**config.mk**
```make
export PLATFORM = sky130hd
export DESIGN_NAME = stim_sequencer
export DESIGN_NICKNAME = d
export VERILOG_FILES = /design/src/rtl/stim_seq_pkg.sv /design/src/rtl/stim_seq_mem.sv /design/src/rtl/stim_sequencer.sv
export SDC_FILE = /design/constraint.sdc
export NUM_CORES = 1
export LEC_CHECK = 0
export CORE_UTILIZATION = 48
export DETAILED_ROUTE_END_ITERATION = 16
export PLACE_DENSITY = 0.84
export SLEW_MARGIN = 20
export SYNTH_ARGS = -nofsm -noshare
export SYNTH_HDL_FRONTEND = slang
export SYNTH_SLANG_ARGS = --single-unit
```
**constraint.sdc**
```tcl
create_clock -name clock -period 2.1 [get_ports clock]
set_input_delay 0.315 -clock clock [delete_from_list [all_inputs] [get_ports clock]]
set_output_delay 0.315 -clock clock [all_outputs]
set_load 0.05 [all_outputs]
```
**src/rtl/stim_seq_pkg.sv**
```systemverilog
// -----------------------------------------------------------------------------
// stim_seq_pkg
// Shared types for the stimulus sequencer: playback mode encoding, engine
// state encoding and the loop-counter width.
// -----------------------------------------------------------------------------
package stim_seq_pkg;

    // Playback mode as presented on the mode input. RSVD plays like ONESHOT.
    typedef enum logic [1:0] {
        M_ONESHOT = 2'd0,
        M_LOOP    = 2'd1,
        M_STEP    = 2'd2,
        M_RSVD    = 2'd3
    } mode_e;

    // Engine state.
    typedef enum logic [1:0] {
        S_IDLE = 2'd0,
        S_RUN  = 2'd1,
        S_STEP = 2'd2,
        S_DONE = 2'd3
    } state_e;

    localparam int LOOP_CNT_W = 16;

endpackage

```
**src/rtl/stim_seq_mem.sv**
```systemverilog
// -----------------------------------------------------------------------------
// stim_seq_mem
// DEPTH x VEC_W vector store: one write port, one synchronous read port.
// No reset on the array or on the read register; contents survive reset.
//
// Ports:
//   clock    in   system clock
//   wr_en    in   write strobe (already qualified by the caller)
//   wr_addr  in   write address
//   wr_data  in   write data
//   rd_en    in   read strobe; rd_data updates only when set
//   rd_addr  in   read address
//   rd_data  out  registered read data
// -----------------------------------------------------------------------------
module stim_seq_mem #(
    parameter int VEC_W = 2,
    parameter int DEPTH = 10,
    parameter int AW    = $clog2(DEPTH)
) (
    input  logic             clock,
    input  logic             wr_en,
    input  logic [AW-1:0]    wr_addr,
    input  logic [VEC_W-1:0] wr_data,
    input  logic             rd_en,
    input  logic [AW-1:0]    rd_addr,
    output logic [VEC_W-1:0] rd_data
);

    logic [VEC_W-1:0] r_mem [DEPTH];
    logic [VEC_W-1:0] r_rd_data;

    always_ff @(posedge clock) begin
        if (wr_en) begin
            r_mem[wr_addr] <= wr_data;
        end
        if (rd_en) begin
            r_rd_data <= r_mem[rd_addr];
        end
    end

    assign rd_data = r_rd_data;

endmodule

```
**src/rtl/stim_sequencer.sv**
```systemverilog
// -----------------------------------------------------------------------------
// stim_sequencer
// Loadable stimulus player. The harness controller fills the vector memory
// while the engine is idle, then issues go/halt/step; the engine replays the
// vectors onto the DUT inputs in one-shot, loop or single-step mode.
//
// Ports:
//   clock      in   system clock, all state on rising edge
//   reset      in   asynchronous active-low reset
//   wr_en      in   write one vector entry
//   wr_addr    in   entry address
//   wr_data    in   entry data
//   wr_err     out  one-cycle pulse when a write is rejected
//   go         in   start playback (mode and len sampled with it)
//   halt       in   abort playback, highest priority
//   step       in   advance one vector in step mode
//   mode       in   0=ONESHOT 1=LOOP 2=STEP 3=reserved(ONESHOT)
//   len        in   number of entries to play (clamped to DEPTH)
//   vec_out    out  stimulus vector
//   vec_valid  out  vec_out was refreshed from memory this cycle
//   busy       out  engine in RUN or STEP
//   done       out  playback finished (level)
//   pc         out  index of the next entry to read
//   loop_cnt   out  completed LOOP passes, saturating
// -----------------------------------------------------------------------------
module stim_sequencer
    import stim_seq_pkg::*;
#(
    parameter int               VEC_W     = 2,
    parameter int               DEPTH     = 10,
    parameter logic [VEC_W-1:0] RESET_VEC = {VEC_W{1'b0}},
    localparam int              AW        = $clog2(DEPTH),
    localparam int              CW        = $clog2(DEPTH + 1)
) (
    input  logic                  clock,
    input  logic                  reset,
    input  logic                  wr_en,
    input  logic [AW-1:0]         wr_addr,
    input  logic [VEC_W-1:0]      wr_data,
    output logic                  wr_err,
    input  logic                  go,
    input  logic                  halt,
    input  logic                  step,
    input  logic [1:0]            mode,
    input  logic [CW-1:0]         len,
    output logic [VEC_W-1:0]      vec_out,
    output logic                  vec_valid,
    output logic                  busy,
    output logic                  done,
    output logic [CW-1:0]         pc,
    output logic [LOOP_CNT_W-1:0] loop_cnt
);

    state_e                r_state;
    mode_e                 r_mode;
    logic [CW-1:0]         r_len;
    logic [CW-1:0]         r_pc;
    logic [LOOP_CNT_W-1:0] r_loop_cnt;
    logic                  r_valid;
    logic                  r_done;
    logic                  r_wr_err;
    // Set on the first memory read after reset. Until then the read register
    // holds garbage (it has no reset), so vec_out shows RESET_VEC instead.
    logic                  r_loaded;

    logic                  w_idle_like;
    logic                  w_wr_ok;
    logic                  w_emit;
    logic                  w_last;
    logic [CW-1:0]         w_eff_len;
    logic [AW-1:0]         w_rd_addr;
    logic [VEC_W-1:0]      w_rd_data;

    assign w_idle_like = (r_state == S_IDLE) || (r_state == S_DONE);
    assign w_wr_ok     = wr_en && w_idle_like && (32'(wr_addr) < DEPTH);
    assign w_eff_len   = (32'(len) > DEPTH) ? CW'(DEPTH) : len;
    assign w_last      = (r_pc == r_len - CW'(1));

    // A memory read happens on every RUN edge and on STEP edges with step,
    // unless halt cancels it.
    assign w_emit = !halt && ((r_state == S_RUN) || (r_state == S_STEP && step));

    // pc never reaches DEPTH while reading, so the low AW bits are the index.
    assign w_rd_addr = r_pc[AW-1:0];

    stim_seq_mem #(
        .VEC_W (VEC_W),
        .DEPTH (DEPTH),
        .AW    (AW)
    ) u_mem (
        .clock   (clock),
        .wr_en   (w_wr_ok),
        .wr_addr (wr_addr),
        .wr_data (wr_data),
        .rd_en   (w_emit),
        .rd_addr (w_rd_addr),
        .rd_data (w_rd_data)
    );

    always_ff @(posedge clock or negedge reset) begin
        if (!reset) begin
            r_state    <= S_IDLE;
            r_mode     <= M_ONESHOT;
            r_len      <= '0;
            r_pc       <= '0;
            r_loop_cnt <= '0;
            r_valid    <= 1'b0;
            r_done     <= 1'b0;
            r_wr_err   <= 1'b0;
            r_loaded   <= 1'b0;
        end else begin
            r_wr_err <= wr_en && !w_wr_ok;
            r_valid  <= w_emit;
            if (w_emit) begin
                r_loaded <= 1'b1;
            end

            case (r_state)
                S_IDLE, S_DONE: begin
                    if (halt) begin
                        r_state <= S_IDLE;
                        r_done  <= 1'b0;
                    end else if (go) begin
                        r_mode     <= mode_e'(mode);
                        r_len      <= w_eff_len;
                        r_pc       <= '0;
                        r_loop_cnt <= '0;
                        r_done     <= 1'b0;
                        if (w_eff_len == '0) begin
                            r_state <= S_DONE;
                        end else if (mode_e'(mode) == M_STEP) begin
                            r_state <= S_STEP;
                        end else begin
                            r_state <= S_RUN;
                        end
                    end else begin
                        // done follows DONE by one edge, so it rises the
                        // cycle after the last vector's vec_valid.
                        r_done <= (r_state == S_DONE);
                    end
                end

                S_RUN: begin
                    if (halt) begin
                        r_state <= S_IDLE;
                    end else if (w_last) begin
                        if (r_mode == M_LOOP) begin
                            // Wrap with no bubble: mem[0] is read next edge.
                            r_pc <= '0;
                            if (r_loop_cnt != {LOOP_CNT_W{1'b1}}) begin
                                r_loop_cnt <= r_loop_cnt + LOOP_CNT_W'(1);
                            end
                        end else begin
                            r_pc    <= r_pc + CW'(1);
                            r_state <= S_DONE;
                        end
                    end else begin
                        r_pc <= r_pc + CW'(1);
                    end
                end

                S_STEP: begin
                    if (halt) begin
                        r_state <= S_IDLE;
                    end else if (step) begin
                        r_pc <= r_pc + CW'(1);
                        if (w_last) begin
                            r_state <= S_DONE;
                        end
                    end
                end

                default: r_state <= S_IDLE;
            endcase
        end
    end

    assign vec_out   = r_loaded ? w_rd_data : RESET_VEC;
    assign vec_valid = r_valid;
    assign busy      = (r_state == S_RUN) || (r_state == S_STEP);
    assign done      = r_done;
    assign pc        = r_pc;
    assign loop_cnt  = r_loop_cnt;
    assign wr_err    = r_wr_err;

endmodule

```
Yosys cells after proc, flatten, opt, wreduce, memory -nomap -nowiden
Memory sizes are Yosys's and may differ from the RTL's. A register that Yosys moved wholly into a read port is not among the register bits.
Cells that the tools add are included.
- memories kept: 1
- flip-flop bits (word level): 32
- bits of input ports: 18
- RAM bits: 20
- output and inout port bits: 26
- memory list (name ; words ; width ; read ports ; clocked after Yosys merged registers in ; wr ports ; RTL line ; RTL):
    u_mem.r_mem ; 10 ; 2 ; 1 ; 1 ; 1 ; stim_seq_mem.sv:29 ; logic [VEC_W-1:0] r_mem [DEPTH];
- reduce and logical (&&, ||, !) cells: 18
- equality and inequality tests: 20
- bitwise gates (word level): 1
- add/subtract/negate cells: 3
- magnitude comparators: 2
- mux-type cells: 32
- operators with widths (cell ; count):
    2-to-1 mux 16 bit ; 6
    2-to-1 mux 4 bit ; 8
    one-hot mux 16 bit (2 select lines) ; 1
    2-to-1 mux 2 bit ; 11
    adder 16 x 1 -> 16 bit, second input constant ; 1
    != test 16 bit, second input constant ; 1
    != test 3 bit, second input constant ; 5
    != test 2 bit, second input constant ; 6
    one-hot mux 4 bit (3 select lines) ; 1
    AND reduction 5 bit ; 2
    AND reduction 7 bit ; 1
    equality test 2 bit, second input constant ; 3
    one-hot mux 2 bit (3 select lines) ; 1
    logical AND 1 bit ; 5
    adder 4 x 1 -> 4 bit, second input constant ; 1
    equality test 2 x 1 -> 1 bit, second input constant ; 2
    equality test 4 bit ; 1
    > comparator 4 bit, second input constant ; 1
    zero test 4 bit ; 1
    less-than comparator 4 bit, second input constant ; 1
    2-to-1 mux 1 bit ; 4
    != test 2 x 1 -> 1 bit, second input constant ; 2
    subtractor 4 x 1 -> 4 bit, second input constant ; 1
    logical OR 1 bit ; 3
    other kinds (6) ; 7

Depth between registers and ports, before layout
Gate-level depths: netlist (run 1).
- word-level depth: 7
- gate-level depth with buffers: 9
- depth with buffers taken out: 7

Cells and area by module
A second synthesis (run 1) with hierarchy kept.
- cell total of the unflattened synthesis: 280
- area, all modules: 2911.5 um^2
- modules (own cells, without submodules) (module ; cells an instance ; times used ; seq. area each (um^2) ; area each (um^2)):
    stim_sequencer ; 225 ; 1 ; 800.8 ; 1993.2
    stim_seq_mem ; 55 ; 1 ; 660.6 ; 918.4

Worst setup path after synthesis (run 1)
OpenSTA, ideal clock, no wires.
- path kind: register to register
- start: reg r_pc[0], in the netlist pc[0]
- end: reg r_loop_cnt[3], in the netlist loop_cnt[3]
- data arrival time: 2317 ps
- period minus slack after synthesis: 2395 ps
- slack: -295 ps
- setup time: 78 ps
- data required time: 2022 ps
- buffers on the path: 2
- stages on the path, launching flop included: 8
- cells stage by stage: dfrtp_1 buf_2 xor2_1 nand3_2 o31a_1 buf_6 or4_1 a21oi_1
- word-level cells in the longest chain between the ends: 3
- RTL lines (what ; RTL line ; RTL):
    start, declared ; stim_sequencer.sv:57 ; logic [CW-1:0] r_pc;
    start signal, assigned ; stim_sequencer.sv:154 ; r_pc <= r_pc + CW'(1);
    start signal, assigned ; stim_sequencer.sv:158 ; r_pc <= r_pc + CW'(1);
    start signal, assigned ; stim_sequencer.sv:166 ; r_pc <= r_pc + CW'(1);
    equality test 4 bit ; stim_sequencer.sv:77 ; assign w_last = (r_pc == r_len - CW'(1));
    != test 2 bit (no line) ; - ;
    AND reduction 7 bit (no line) ; - ;
    end signal, assigned ; stim_sequencer.sv:151 ; r_loop_cnt <= r_loop_cnt + LOOP_CNT_W'(1);
    end, declared ; stim_sequencer.sv:58 ; logic [LOOP_CNT_W-1:0] r_loop_cnt;
No other way between the ends.
A chain may end at the register's enable or synchronous reset.

Worst setup path after layout (run 1)
- start: reg r_len[1]
- end: reg r_pc[1], in the netlist pc[1]
- word-level cells in the longest chain between the ends: 5
- RTL lines (what ; RTL line ; RTL):
    start, declared ; stim_sequencer.sv:56 ; logic [CW-1:0] r_len;
    start signal, assigned ; stim_sequencer.sv:125 ; r_len <= w_eff_len;
    subtractor 4 x 1 -> 4 bit ; stim_sequencer.sv:77 ;
    equality test 4 bit ; stim_sequencer.sv:77 ;
    2-to-1 mux 4 bit ; stim_sequencer.sv:146 ; end else if (w_last) begin
    2-to-1 mux 4 bit ; stim_sequencer.sv:144 ; if (halt) begin
    one-hot mux 4 bit (3 select lines) ; stim_sequencer.sv:118 ; case (r_state)
No other way between the ends. The select of a mux whose other input is x is not followed.

==> impl_summary.txt, run 1 <==
----------------------------------------------------
[Setup path]
  Slowest library cell on the worst path ... sky130_fd_sc_hd__dfrtp_1
  Category of cells accounting for the largest share of critical-path delay ... compound AO/OA/AOI/OAI gates
  Worst r2r src ... r_len[1]
  CP arrival ... 2.27 ns
  Start point of the critical path ... r_len[1]
  Crit end category ... flop
  Slowest cell delay on critical path ... 0.41 ns
  Cell Chain, Critical Path ... inv_2 > ha_4 > xor2_4 > nand3_4 > o31a_4 > buf_4 > o21ai_1 > o21ai_0
  Capture point of the worst reg-to-reg path ... pc[1]
  R2r setup slk ... 0.01 ns
  Count of buffering cells on the critical path with inverters included ... 2
  Depth of the worst register-to-register path ... 8
  Launching element type of the critical path ... flop
  Worst setup path class ... flop to flop
  Worst endpoint required time ... 2.28 ns
  Total number of cells along the worst setup path ... 8
  Capturing element of the worst setup path ... pc[1]
  Maximum fanout count along the critical path ... 8

[Global route]
  Largest net degree at the start of global routing ... 33
  Vias in the first global route ... 2458
  GRT Total Usage ... 24.7%
  Number of antenna violations at the first check in global routing ... 0
  Overflow left after global routing ... 0
  Wire length of the first global-routing pass ... 11600 µm

[Cells and area]
  Commonest cells after routing, fill and taps aside ... sky130_fd_sc_hd__buf_4 (49), sky130_fd_sc_hd__clkdlybuf4s50_1 (42), sky130_fd_sc_hd__nand2_1 (27), sky130_fd_sc_hd__dfrtp_1 (23), sky130_fd_sc_hd__edfxtp_1 (22)
  Layout cells sized above 1 ... 27.8%
  NumNets Final ... 375
  Post-route design area ... 0.00391 mm²
  Most common cell after layout, fill and taps aside ... sky130_fd_sc_hd__buf_4
  Final standard cell utilization of the core ... 70.1%
  Area growth, synth to finish ... 38.8%
  Antenna Cells ... 0

[Floorplanning]
  Std-Cell Core Area ... 0.00557 mm²
  Row Count ... 27
  Top-Level Pins ... 44
  Die outline area ... 0.00617 mm²
  Chip Height ... 78.6 µm
  Initial core utilization ... 50.5%
  Overall die width ... 78.6 µm

[Outcome]
  Status ... finished clean

[Detailed routing]
  Drt first-iter violations ... 249
  Final routed wire length divided by cell count ... 17.5 µm
  DRT Pass-1 Iters ... 5
  Vias after detailed routing ... 2545
  Count of nets left with antenna violations after detail routing ... 0
  Average vias per placed instance ... 6.00
  Total length of routed wires ... 7410 µm
  Count of unresolved DRC violations after routing ... 0

[Placed design]
  Placer congestion estimate ... 0.851
  Port Buffers ... 43
  Instance area after placement ... 0.00363 mm²
  HPWL after detailed placement ... 4710 µm
  Post-placement worst setup slack ... -0.239 ns

[Power and ir drop]
  Total Power ... 0.00438 W
  Power per cell area ... 1120 mW/mm²
  Reported leakage power ... 1.57 nW
  Worst supply voltage drop on vdd ... 0.853 mV

[Clocking]
  Number of levels in the clock H-tree ... 2
  CTS Buf Count ... 5
  Clock insertion delay at the later pin of the skew report ... 0.33 ns
  Clock-pin slew of the registers on the worst-case setup and hold paths ... 0.11 ns
  Clk sinks ... 54
  CTS max path bufs ... 2
  Clock tree from TritonCTS ... built
  Clock Root Buffer ... sky130_fd_sc_hd__clkbuf_8

[Synth]
  Flip-flop cell with the highest count after synthesis ... sky130_fd_sc_hd__dfrtp_1
  Number of unique standard cell types used by synthesis ... 46
  Number of synthesized flops with an enable pin ... 22
  Mapped Avg Cell Area ... 10.7 µm²
  Count of warnings emitted by yosys ... 0
  Net count of the mapped netlist ... 286
  Count of state elements after synthesis ... 54
  Gate count of the mapped netlist ... 262
  Syn Std Cell Area ... 0.00281 mm²
  Async set-reset flop share out of synthesis ... 59.3%
  Post-synthesis sequential area ratio ... 52.0%

[Timing]
  Actual slew at the worst max-slew pin ... 0.551 ns
  Final critical-path required period ... 2.09 ns
  Max Transition Viols Final ... 0
  Setup repair after global routing missed its margin ... true
  Hold Fails Final Rpt ... 0
  Worst path setup slack after routing ... 0.00983 ns
  Worst clock skew ... 0.0112 ns
  Worst Hold Slack ... 0.382 ns
  Max Freq ... 478 MHz
  Worst slew slack as a fraction of its limit ... 62.9%
  Total setup violations reported at the end of the flow ... 0
  Final worst-path cycle share ... 99.5%

[Worst hold path]
  Class of the tightest hold or removal check ... input pin to async pin

[Run]
  # Max-Cap Violations ... 0

----------------------------------------------------
[Yosys cell counts (2+ instances only)]
library cell               count  area, µm²
sky130_fd_sc_hd__a211oi_1      3       22.5
sky130_fd_sc_hd__a21oi_1      13       65.1
sky130_fd_sc_hd__a311oi_1      2       17.5
sky130_fd_sc_hd__and2_1        4       25.0
sky130_fd_sc_hd__and3_1        4       25.0
sky130_fd_sc_hd__buf_2         4       20.0
sky130_fd_sc_hd__buf_6         2       22.5
sky130_fd_sc_hd__clkbuf_1      5       18.8
sky130_fd_sc_hd__dfrtp_1      32        801
sky130_fd_sc_hd__edfxtp_1     22        661
sky130_fd_sc_hd__ha_1          6       75.1
sky130_fd_sc_hd__inv_1        10       37.5
sky130_fd_sc_hd__mux2_2        2       22.5
sky130_fd_sc_hd__mux2i_1       7       70.1
sky130_fd_sc_hd__mux4_2        4       90.1
sky130_fd_sc_hd__nand2_1      28        105
sky130_fd_sc_hd__nand2b_1     12       75.1
sky130_fd_sc_hd__nand3_1      10       50.1
sky130_fd_sc_hd__nand3b_1      4       30.0
sky130_fd_sc_hd__nand4_1       3       18.8
sky130_fd_sc_hd__nand4b_1      2       17.5
sky130_fd_sc_hd__nor2_1       12       45.0
sky130_fd_sc_hd__nor2b_1       6       37.5
sky130_fd_sc_hd__nor3_1        8       40.0
sky130_fd_sc_hd__nor4_1        2       12.5
sky130_fd_sc_hd__o21ai_0      15       75.1
sky130_fd_sc_hd__o221ai_1      3       26.3
sky130_fd_sc_hd__o311ai_0      2       17.5
sky130_fd_sc_hd__o31ai_1       7       52.6
sky130_fd_sc_hd__o41ai_1       2       17.5
sky130_fd_sc_hd__or2_2         2       12.5
sky130_fd_sc_hd__or3_1         3       18.8
sky130_fd_sc_hd__or4_1         6       45.0
sky130_fd_sc_hd__xnor2_1       2       17.5
sky130_fd_sc_hd__xor2_1        2       17.5
[state kept, by name, indices dropped and copies added (netlist names)]
name	count
r_mode	2
pc	4
r_loaded	1
loop_cnt	16
u_mem.rd_data	2
vec_valid	1
u_mem.r_mem	20
r_len	4
done	1
wr_err	1
r_state	2
[routing by layer]
layer | GRT usage (%) | up-vias | share of wire [%]
met5 | 0 | - | 0
met4 | 11.7 | 0 | 2.8
met3 | 5.93 | 29 | 7.3
met2 | 40.8 | 132 | 51
met1 | 30.4 | 1230 | 39
li1 | - | 1154 | -
[cell type report]
| cell class | instances | area [µm²] |
|---|---|---|
| clock buffers | 5 | 68.8 |
| flip-flops and latches | 54 | 1470 |
| well taps | 72 | 90.1 |
| multi-input cells | 188 | 1400 |
| inverters | 10 | 37.5 |
| repair buffers | 92 | 808 |
| clock inverters | 3 | 28.8 |
| fillers | 381 | 1670 |
[where the power goes]
| group | internal, W | total (W) | switching [W] |
|---|---|---|---|
| Sequential | 0.00124 | 0.00133 | 0.0000864 |
| Combinational | 0.00109 | 0.00241 | 0.00132 |
| Clock | 0.000250 | 0.000644 | 0.000394 |
[worst min-delay path by stage]
stage             endpoint  depth (start not counted)  startpoint
3_5_place_dp          done                          1        done
6_report       loop_cnt[9]                          2       reset
4_1_cts              pc[3]                          2       reset
3_3_place_gp      r_loaded                          1    r_loaded
5_1_grt        loop_cnt[9]                          2       reset
2_1_floorplan         done                          0       reset
[logic make-up (layout without fill, tap and decap cells)]
group	after synthesis	in the layout	synth area share, %
mux	13	13	6.49
buf+inv	21	110	3.51
xor+xnor	5	5	2.09
compound gates	54	55	12.5
fa+ha+maj	6	6	2.67
flops	54	54	52.0
simple gates	109	109	20.7
[through the flow]
| step | cells | TNS (ns) |
|---|---|---|
| after floorplan | 262 | -0.0582 |
| after global placement | 410 | -0.951 |
| after detailed placement | 410 | -2.34 |
| after CTS | 421 | 0 |
| after global routing | 424 | -0.735 |
| final | 424 | 0 |
[what timing repair did]
action	CTS	global route
resized for setup	10	17
endpoints found under the setup margin	17	21
setup buffers	2	3
pin swaps	12	3
hold buffers	0	0
cloned	1	0
Power figures use the tool's default switching activity.
==> inputs of run 2 (changes only) <==
--- a/config.mk
+++ b/config.mk
@@ -5,6 +5,7 @@
 export SDC_FILE = /design/constraint.sdc
 export NUM_CORES = 1
 export LEC_CHECK = 0
+export CORE_MARGIN = 4
 export CORE_UTILIZATION = 48
 export DETAILED_ROUTE_END_ITERATION = 16
 export PLACE_DENSITY = 0.84
==> impl_summary.txt, run 2 (synthesis results as in run 1) <==
----------------------------------------------------
[Setup path]
  Capture point of the worst reg-to-reg path ... loop_cnt[14]
  Capturing element of the worst setup path ... loop_cnt[14]
  Start point of the critical path ... r_len[1]
  Maximum fanout count along the critical path ... 7
  Count of buffering cells on the critical path with inverters included ... 1
  Category of cells accounting for the largest share of critical-path delay ... simple AND/OR/NAND/NOR gates
  Worst setup path class ... flop to flop
  Total number of cells along the worst setup path ... 7
  Slowest cell delay on critical path ... 0.53 ns
  Crit end category ... flop
  Slowest library cell on the worst path ... sky130_fd_sc_hd__or4_4
  Launching element type of the critical path ... flop
  CP arrival ... 2.37 ns
  R2r setup slk ... -0.02 ns
  Worst r2r src ... r_len[1]
  Cell Chain, Critical Path ... inv_2 > ha_4 > xor2_4 > nand3_4 > o31a_4 > or4_4 > a21oi_2
  Depth of the worst register-to-register path ... 7
  Worst endpoint required time ... 2.35 ns

[Clocking]
  Clk sinks ... 54
  Number of levels in the clock H-tree ... 2
  # hold bufs at CTS ... 0
  Clock tree from TritonCTS ... built
  CTS Buf Count ... 5
  CTS max path bufs ... 2
  Clock-pin slew of the registers on the worst-case setup and hold paths ... 0.11 ns
  Clock Root Buffer ... sky130_fd_sc_hd__clkbuf_8
  Clock insertion delay at the later pin of the skew report ... 0.32 ns

[Timing]
  Setup repair after global routing missed its margin ... true
  Worst path setup slack after routing ... -0.0244 ns
  Final critical-path required period ... 2.12 ns
  Hold Fails Final Rpt ... 0
  Max Freq ... 471 MHz
  Final worst-path cycle share ... 101%
  Worst clock skew ... 0.0144 ns
  Max Transition Viols Final ... 0
  Worst slew slack as a fraction of its limit ... 62.7%
  Worst Hold Slack ... 0.381 ns
  Total setup violations reported at the end of the flow ... 1
  Actual slew at the worst max-slew pin ... 0.554 ns

[Detailed routing]
  Drt first-iter violations ... 309
  Count of nets left with antenna violations after detail routing ... 0
  Average vias per placed instance ... 5.98
  Final routed wire length divided by cell count ... 17.7 µm
  Total length of routed wires ... 7400 µm
  Vias after detailed routing ... 2494
  DRT Pass-1 Iters ... 5
  Count of unresolved DRC violations after routing ... 0

[Global route]
  Met3 track demand over resource ... 2.85%
  Largest net degree at the start of global routing ... 33
  Wire length of the first global-routing pass ... 11400 µm
  GRT Total Usage ... 19.9%
  Number of antenna violations at the first check in global routing ... 0
  Met2 Usage GRT ... 33.2%
  Overflow left after global routing ... 0
  Vias in the first global route ... 2368
  Fraction of met1 tracks used by global routing ... 26.2%
  Layer with the highest usage after global routing ... met2

[Power and ir drop]
  Power per cell area ... 1100 mW/mm²
  Worst supply voltage drop on vdd ... 0.596 mV
  Reported leakage power ... 1.55 nW
  Total Power ... 0.00433 W

[Cells and area]
  NumNets Final ... 368
  Commonest cells after routing, fill and taps aside ... sky130_fd_sc_hd__clkdlybuf4s50_1 (41), sky130_fd_sc_hd__buf_4 (40), sky130_fd_sc_hd__nand2_1 (28), sky130_fd_sc_hd__dfrtp_1 (23), sky130_fd_sc_hd__edfxtp_1 (22)
  Area growth, synth to finish ... 39.5%
  Fill cell count ... 390
  Number of flip-flops under the largest register name ... 20
  Largest register by flop count ... u_mem.r_mem
  Most common cell after layout, fill and taps aside ... sky130_fd_sc_hd__clkdlybuf4s50_1
  Layout cells sized above 1 ... 29.0%
  Antenna Cells ... 0

[Floorplanning]
  Std-Cell Core Area ... 0.00561 mm²
  Die outline area ... 0.00715 mm²
  Row Count ... 27
  Top-Level Pins ... 44
  Initial core utilization ... 50.2%
  Chip Height ... 84.6 µm
  Overall die width ... 84.6 µm

[Worst hold path]
  Class of the tightest hold or removal check ... input pin to async pin

[Placed design]
  Placer congestion estimate ... 0.863
  HPWL after detailed placement ... 4840 µm
  Port Buffers ... 43

[Run]
  # Max-Cap Violations ... 0

[Outcome]
  Violations in the final reports ... setup timing
  Status ... finished with violations

----------------------------------------------------
-- run 2: cell count changes in the layout (fill, tap and decap cells not counted), moves of 2 or more --
cell / delta
sky130_fd_sc_hd__buf_4: -9
sky130_fd_sc_hd__a21oi_1: -3
sky130_fd_sc_hd__a21oi_2: +3
sky130_fd_sc_hd__or4_1: -3
sky130_fd_sc_hd__or4_4: +3
sky130_fd_sc_hd__buf_6: +2
-- run 2: worst reg2reg max path: stages (launching register included) --
cell                      delay (ns)
sky130_fd_sc_hd__dfrtp_1        0.40
sky130_fd_sc_hd__inv_2          0.07
sky130_fd_sc_hd__ha_4           0.28
sky130_fd_sc_hd__xor2_4         0.18
sky130_fd_sc_hd__nand3_4        0.11
sky130_fd_sc_hd__o31a_4         0.35
sky130_fd_sc_hd__or4_4          0.53
sky130_fd_sc_hd__a21oi_2        0.13
-- run 2: worst min-delay path by stage --
stage	start	end	slack, ns	depth (start not counted)
floorplan	reset	done	0.02	0
global placement	r_loaded	r_loaded	0.46	1
detailed placement	r_loaded	r_loaded	0.47	1
CTS	reset	loop_cnt[13]	0.40	2
global route	reset	loop_cnt[13]	0.43	2
finish	reset	loop_cnt[13]	0.38	2
-- run 2: power by group --
| group | internal, W | total, W | switching [W] |
|---|---|---|---|
| logic | 0.00105 | 0.00237 | 0.00131 |
| clock network | 0.000248 | 0.000625 | 0.000377 |
| registers | 0.00124 | 0.00134 | 0.000101 |
| total | 0.00254 | 0.00433 | 0.00179 |
-- run 2: layer usage --
layer	share of wire (%)	vias up
met5	0	-
met3	7.9	21
met4	2.3	0
met1	40	1186
li1	-	1139
met2	49	148
-- run 2: timing repair --
item | CTS | global route
resized for setup | 10 | 33
setup endpoints to repair | 17 | 17
cloned | 1 | 1
buffers inserted | 2 | 2
hold endpoints to repair | 0 | 0
pin swaps | 6 | 12
-- run 2: per-stage QoR --
| stage | std cells | setup WS (ns) | utilization, % | TNS, ns | cell area [µm²] |
|---|---|---|---|---|---|
| 2_1_floorplan | 262 | -0.0240 | - | -0.0582 | 2840 |
| 3_3_place_gp | 403 | -0.106 | 63.7 | -0.539 | 3570 |
| 3_5_place_dp | 403 | -0.211 | 63.7 | -1.58 | 3570 |
| 4_1_cts | 414 | 0.00127 | 66.8 | 0 | 3750 |
| 5_1_grt | 417 | -0.115 | 69.9 | -0.422 | 3920 |
| 6_report | 417 | -0.0244 | 69.9 | -0.0244 | 3920 |
-- run 2: cell type report --
cell class,instances,area (µm²),area share [%]
inverter,10,40.0,1.02
clock buffer,5,68.8,1.75
tap,72,90.1,2.30
timing repair buffer,85,758,19.3
clock inverter,3,28.8,0.734
sequential,54,1470,37.5
multi-input combinational,188,1460,37.3
